===== config.mk =====
export PLATFORM = sky130hd
export DESIGN_NAME = bus_invert_decoder_flat
export DESIGN_NICKNAME = d
export VERILOG_FILES = /design/src/rtl/bi_pkg.sv /design/src/rtl/bus_invert_decoder_if.sv /design/src/rtl/bi_fifo2.sv /design/src/rtl/bus_invert_decoder.sv /design/src/flat_wrapper.sv
export SDC_FILE = /design/constraint.sdc
export NUM_CORES = 1
export LEC_CHECK = 0
export BUFFER_PORTS_ARGS = -buffer_cell sky130_fd_sc_hd__buf_4
export CAP_MARGIN = 10
export CORE_MARGIN = 2
export CORE_UTILIZATION = 38
export DETAILED_ROUTE_END_ITERATION = 10
export HOLD_SLACK_MARGIN = 0.06
export MAX_ROUTING_LAYER = met4
export PLACE_DENSITY = 0.55
export SLEW_MARGIN = 15
export SYNTH_ARGS = -nofsm -noshare
export SYNTH_HDL_FRONTEND = slang
export SYNTH_SLANG_ARGS = --single-unit

===== constraint.sdc =====
create_clock -name clk -period 4.5 [get_ports clk]
set_input_delay 0.45 -clock clk [delete_from_list [all_inputs] [get_ports clk]]
set_output_delay 0.45 -clock clk [all_outputs]
set_load 0.1 [all_outputs]

===== src/rtl/bi_pkg.sv =====
// Shared bus-invert definitions used by both the encoder and the decoder ends of the link.
package bi_pkg;

    localparam int unsigned BI_WIDTH_DEFAULT = 8;
    // Widest bus popcount() accepts; narrower callers zero-extend.
    localparam int unsigned BI_MAX_W = 256;

    typedef enum logic [1:0] {Q_EMPTY, Q_ONE, Q_FULL} q_cnt_e;

    function automatic int unsigned popcount(input logic [BI_MAX_W-1:0] v);
        int unsigned n;
        n = 0;
        for (int i = 0; i < BI_MAX_W; i++) begin
            n += 32'(v[i]);
        end
        return n;
    endfunction

endpackage


===== src/rtl/bus_invert_decoder_if.sv =====
// Valid/ready link between the bus-invert wire side and the decoded-word consumer.
interface bus_invert_decoder_if #(
    parameter int unsigned WIDTH = bi_pkg::BI_WIDTH_DEFAULT
);
    logic             in_valid;
    logic [WIDTH-1:0] in_bus;
    logic             in_inv;
    logic             in_ready;
    logic             out_valid;
    logic [WIDTH-1:0] out_data;
    logic             out_ready;

    modport master (
        output in_valid, in_bus, in_inv, out_ready,
        input  in_ready, out_valid, out_data
    );

    modport slave (
        input  in_valid, in_bus, in_inv, out_ready,
        output in_ready, out_valid, out_data
    );
endinterface


===== src/rtl/bi_fifo2.sv =====
// Two-entry FIFO; head is always held in head_q so dout is a plain register output.
module bi_fifo2
    import bi_pkg::*;
#(
    parameter int unsigned WIDTH = BI_WIDTH_DEFAULT
) (
    input  logic             clk,
    input  logic             rst,
    input  logic             push,
    input  logic [WIDTH-1:0] din,
    input  logic             pop,
    output logic [WIDTH-1:0] dout,
    output logic             full,
    output logic             empty
);

    q_cnt_e           cnt_q;
    logic [WIDTH-1:0] head_q;
    logic [WIDTH-1:0] tail_q;

    always_ff @(posedge clk or posedge rst) begin
        if (rst) begin
            cnt_q  <= Q_EMPTY;
            head_q <= '0;
            tail_q <= '0;
        end else begin
            unique case (cnt_q)
                Q_EMPTY: begin
                    if (push) begin
                        head_q <= din;
                        cnt_q  <= Q_ONE;
                    end
                end
                Q_ONE: begin
                    if (push && pop) begin
                        head_q <= din;
                    end else if (push) begin
                        tail_q <= din;
                        cnt_q  <= Q_FULL;
                    end else if (pop) begin
                        cnt_q <= Q_EMPTY;
                    end
                end
                Q_FULL: begin
                    // Push is refused while full, so only a pop can move us.
                    if (pop) begin
                        head_q <= tail_q;
                        cnt_q  <= Q_ONE;
                    end
                end
                default: cnt_q <= Q_EMPTY;
            endcase
        end
    end

    assign dout  = head_q;
    assign full  = (cnt_q == Q_FULL);
    assign empty = (cnt_q == Q_EMPTY);

endmodule


===== src/rtl/bus_invert_decoder.sv =====
// Receive end of the bus-invert link: decodes words, checks the transition limit on the raw
// bus, counts violations and buffers decoded words in a 2-entry queue.
module bus_invert_decoder
    import bi_pkg::*;
#(
    parameter int unsigned WIDTH = BI_WIDTH_DEFAULT,
    parameter int unsigned CNT_W = 16
) (
    input  logic                clk,
    input  logic                rst,
    bus_invert_decoder_if.slave link,
    output logic                viol_pulse,
    output logic [CNT_W-1:0]    viol_count
);

    logic             full;
    logic             empty;
    logic             accept;
    logic             pop;
    logic             viol;
    logic [WIDTH-1:0] decoded;
    logic [WIDTH-1:0] prev_bus_q;
    logic             viol_pulse_q;
    logic [CNT_W-1:0] viol_count_q;
    int unsigned      hd;

    // Both handshake sides depend only on registered queue state.
    assign link.in_ready  = !full;
    assign link.out_valid = !empty;
    assign accept         = link.in_valid && !full;
    assign pop            = link.out_ready && !empty;

    assign decoded = link.in_bus ^ {WIDTH{link.in_inv}};

    // Transitions are measured on the wire value; the invert line is excluded.
    assign hd   = popcount(BI_MAX_W'(link.in_bus ^ prev_bus_q));
    assign viol = (hd > WIDTH / 2);

    always_ff @(posedge clk or posedge rst) begin
        if (rst) begin
            prev_bus_q   <= '0;
            viol_pulse_q <= 1'b0;
            viol_count_q <= '0;
        end else begin
            viol_pulse_q <= accept && viol;
            if (accept) begin
                prev_bus_q <= link.in_bus;
                if (viol && (viol_count_q != {CNT_W{1'b1}})) begin
                    viol_count_q <= viol_count_q + 1'b1;
                end
            end
        end
    end

    bi_fifo2 #(
        .WIDTH (WIDTH)
    ) u_fifo (
        .clk   (clk),
        .rst   (rst),
        .push  (accept),
        .din   (decoded),
        .pop   (pop),
        .dout  (link.out_data),
        .full  (full),
        .empty (empty)
    );

    assign viol_pulse = viol_pulse_q;
    assign viol_count = viol_count_q;

endmodule


===== src/flat_wrapper.sv =====
// flat-port wrapper written by rule: the top's interface ports become plain ports
module bus_invert_decoder_flat import bi_pkg::*;
#(
    parameter int unsigned WIDTH = BI_WIDTH_DEFAULT,
    parameter int unsigned CNT_W = 16
)
  (clk, rst, viol_pulse, viol_count, link_in_valid, link_in_bus, link_in_inv, link_out_ready, link_in_ready, link_out_valid, link_out_data);
  bus_invert_decoder_if #(.WIDTH(WIDTH)) link_i ();
  input  logic clk;
  input  logic rst;
  output logic viol_pulse;
  output logic [CNT_W-1:0] viol_count;
  input wire logic [$bits(link_i.in_valid)-1:0] link_in_valid;
  input wire logic [$bits(link_i.in_bus)-1:0] link_in_bus;
  input wire logic [$bits(link_i.in_inv)-1:0] link_in_inv;
  input wire logic [$bits(link_i.out_ready)-1:0] link_out_ready;
  output wire logic [$bits(link_i.in_ready)-1:0] link_in_ready;
  output wire logic [$bits(link_i.out_valid)-1:0] link_out_valid;
  output wire logic [$bits(link_i.out_data)-1:0] link_out_data;
  assign link_i.in_valid = link_in_valid;
  assign link_i.in_bus = link_in_bus;
  assign link_i.in_inv = link_in_inv;
  assign link_i.out_ready = link_out_ready;
  assign link_in_ready = link_i.in_ready;
  assign link_out_valid = link_i.out_valid;
  assign link_out_data = link_i.out_data;
  bus_invert_decoder #(.WIDTH(WIDTH), .CNT_W(CNT_W)) u_core (.clk(clk), .rst(rst), .link(link_i), .viol_pulse(viol_pulse), .viol_count(viol_count));
endmodule

==> results.json <==
{
  "max-vdd-ir-drop_mv": 0.5141,
  "timing.critical_path.from_type": "flip-flop",
  "max_clock_freq_mhz": 255.9,
  "synth_warnings": 0,
  "finalCoreUtilization": 0.4759,
  "antenna_found_initial": 0,
  "clkSlewWorstSetupHoldPaths_ns": 0.07,
  "maximum_number_of_pins_on_one_net_before_global_route_repair": 44,
  "post-route-drc-count": 0,
  "worst_endpoint_data_arrival_time_ns": 4.08,
  "synth_area_sq_um": 2212,
  "cp.required_ns": 4.68,
  "vias": 1491,
  "antenna_viol_nets_final": 0,
  "rows": 27,
  "total_i_o_pin_count": 40,
  "cts-root-to-sink-buffers": 2,
  "timing.critical_path.to": "u_core.viol_count[1]",
  "n_antenna_cell": 0,
  "place_inst": 311,
  "setup_repair_after_global_routing_missed_its_margin": "no",
  "synthesis.area_per_instance_sq_um": 10.84,
  "io_buffers": 39,
  "nNetsFinal": 267,
  "wirelength_mm": 3.880,
  "worstRegToRegCells": 13,
  "critical_path_peak_fanout": 3,
  "final_report_hold_violation_count": 0,
  "maxSlewHeadroom": 0.3785,
  "grt_usage": 0.1373,
  "final_min_period_over_clock_period": 0.8684,
  "r2r_slack_ns": 0.59,
  "drv_slew": 0,
  "postCtsSetupBuffers": 0,
  "tightest_slew_ns": 0.9260,
  "final.fill_count": 552,
  "cts.htree.levels": 2,
  "grt_overflow": 0,
  "core_area_sq_um": 5574,
  "synth_seq_cells": 43,
  "cp-startpoint": "u_core.prev_bus_q[0]",
  "floorplan.initialDensity": 0.3969,
  "cts_inserted_buffers": 5,
  "dp.final_hpwl_mm": 2.836,
  "drt_iter0_drc": 53,
  "final-setup-viol-count": 0,
  "synthesis.instances": 204,
  "worstSetupPathType": "reg2reg",
  "area_delta_synth_final_pct": 19.91,
  "netlist-cell-type-count": 35,
  "clk-insertion-delay-late_ns": 0.29,
  "timing.final.crit_period_ns": 3.908,
  "run_status": "finished clean",
  "place_congestion": 0.7877,
  "cts_root_buf": "sky130_fd_sc_hd__clkbuf_8",
  "crit-reg2reg-capture": "u_core.viol_count[1]",
  "cts_sinks": 43,
  "post_synthesis_net_count": 225,
  "firstDrtPassIters": 4,
  "viasPerCell": 4.674,
  "max_cap_viol_count": 0,
  "post_cts.resized_instances": 0,
  "die_height_um": 80.30,
  "floorplan_die_width_um": 80.30,
  "pwr_density_cell_nw_per_um2": 631.0,
  "grt_first_pass_wirelength_mm": 6.693,
  "grt_pass1_vias": 1442,
  "leakage_nw": 1.197,
  "finClkSkew_ns": 0.005212,
  "avgRoutedWirePerCell_um": 12.16,
  "hold_buffers_post_cts": 0,
  "hold_path.class": "in2async",
  "timing.rr.start": "u_core.prev_bus_q[0]",
  "finish.cell_count_without_fillers": 319,
  "tritoncts": "done",
  "drive_gt1_frac": 0.2632,
  "fin_worst_hold_slack_ns": 0.2967,
  "full_die_area_sq_um": 6447,
  "setup_total_negative_slack_ns": 0,
  "critical_path.endpoint_type": "flip-flop",
  "synth-seq-area-share": 0.4864
}
[metrics by stage]
step / instance area [sq um] / power (mW) / worst slack, ns
global route: 2653 / 1.787 / 0.3487
floorplan: 2212 / 1.257 / 0.5081
global placement: 2571 / 1.454 / 0.3980
CTS: 2653 / 1.694 / 0.5743
finish: 2653 / 1.674 / 0.5922
detailed placement: 2571 / 1.453 / 0.3654
[layout by cell type (no fill, tap or decap), drive strengths merged, types with 8 or more instances in the layout]
cell / netlist / final
nor2: 22 / 22
o21ai: 11 / 11
nand2: 14 / 14
buf: 3 / 42
a21oi: 17 / 17
xor2: 8 / 8
mux2: 9 / 9
nand3: 8 / 8
dfrtp: 43 / 43
xnor2: 24 / 24
[worst max-delay path, cell delays in order, from the launching register on]
cell and delay [ns]:
sky130_fd_sc_hd__dfrtp_1 0.39, sky130_fd_sc_hd__xor2_1 0.16, sky130_fd_sc_hd__ha_1 0.32, sky130_fd_sc_hd__fa_1 0.54
sky130_fd_sc_hd__inv_1 0.05, sky130_fd_sc_hd__fa_1 0.50, sky130_fd_sc_hd__fa_1 0.45, sky130_fd_sc_hd__inv_1 0.08
sky130_fd_sc_hd__fa_1 0.40, sky130_fd_sc_hd__o21ai_0 0.23, sky130_fd_sc_hd__a21o_1 0.20, sky130_fd_sc_hd__inv_1 0.06
sky130_fd_sc_hd__nand2_1 0.09, sky130_fd_sc_hd__mux2_2 0.34
[cell type report]
cell class,instances,area (sq um),area share
Timing Repair Buffer,42,315.3,0.1189
Multi-Input combinational cell,147,1064,0.4009
Clock inverter,1,5.005,0.001887
Tap cell,72,90.09,0.03396
Inverter,7,26.28,0.009906
Clock buffer,7,76.32,0.02877
Sequential cell,43,1076,0.4057
[worst min path at each step]
stage / endpoint / cells after the start
finish: u_core.prev_bus_q[0] / 3
global placement: u_core.u_fifo.tail_q[3] / 2
CTS: u_core.viol_count[14] / 3
detailed placement: u_core.viol_count[12] / 1
floorplan: u_core.u_fifo.cnt_q[0] / 1
global route: u_core.viol_count[14] / 3
[report_power, final]
| group | switching (mW) | total [mW] | leakage, nW | internal, mW |
|---|---|---|---|---|
| combinational | 0.630 | 0.891 | 0.632 | 0.261 |
| sequential | 0.0667 | 0.548 | 0.522 | 0.482 |
| clock | 0.125 | 0.234 | 0.0422 | 0.109 |
[cells in the mapped netlist, drive strengths merged]
| library cell | number | area (sq um) |
|---|---|---|
| buf | 3 | 17.52 |
| and3 | 2 | 13.77 |
| fa | 4 | 80.08 |
| xnor2 | 24 | 210.2 |
| o22ai | 2 | 12.51 |
| clkbuf | 4 | 28.78 |
| nand4b | 1 | 15.01 |
| inv | 7 | 26.28 |
| a2111oi | 2 | 42.54 |
| a21oi | 17 | 85.08 |
| nand2 | 14 | 60.06 |
| nor2b | 2 | 12.51 |
| mux2 | 9 | 101.4 |
| nor2 | 22 | 82.58 |
| nand4 | 7 | 43.79 |
| and4 | 3 | 28.78 |
| a21boi | 1 | 7.510 |
| nand3b | 1 | 7.510 |
| xor2 | 8 | 70.07 |
| dfrtp | 43 | 1076 |
| nand3 | 8 | 52.55 |
| or2 | 1 | 6.260 |
| ha | 4 | 50.05 |
| a21o | 1 | 7.510 |
| nand2b | 3 | 18.77 |
| o21ai | 11 | 55.05 |
[flip-flops by register name, indices dropped and copies added (netlist names)]
signal	cells
u_core.viol_count	16
u_core.prev_bus_q	8
u_core.u_fifo.dout	8
u_core.u_fifo.tail_q	8
u_core.u_fifo.cnt_q	2
u_core.viol_pulse	1
[kinds of logic (layout without fill, tap and decap cells)]
logic type,Yosys count,after routing,synth area share
xor+xnor,32,32,0.1267
buf+inv,14,57,0.03281
fa+ha+maj,8,8,0.05883
mux,9,9,0.04582
compound gates,34,34,0.09502
simple gates,64,64,0.1544
flops,43,43,0.4864
[per-layer routing]
metal,share of wire,up-vias,global-route usage
met5,0,-,-
met4,0.0041,0,0.04068
met3,0.043,2,0.03483
met2,0.48,29,0.2200
met1,0.47,688,0.1724
li1,-,772,-
Power figures use the tool's default switching activity.
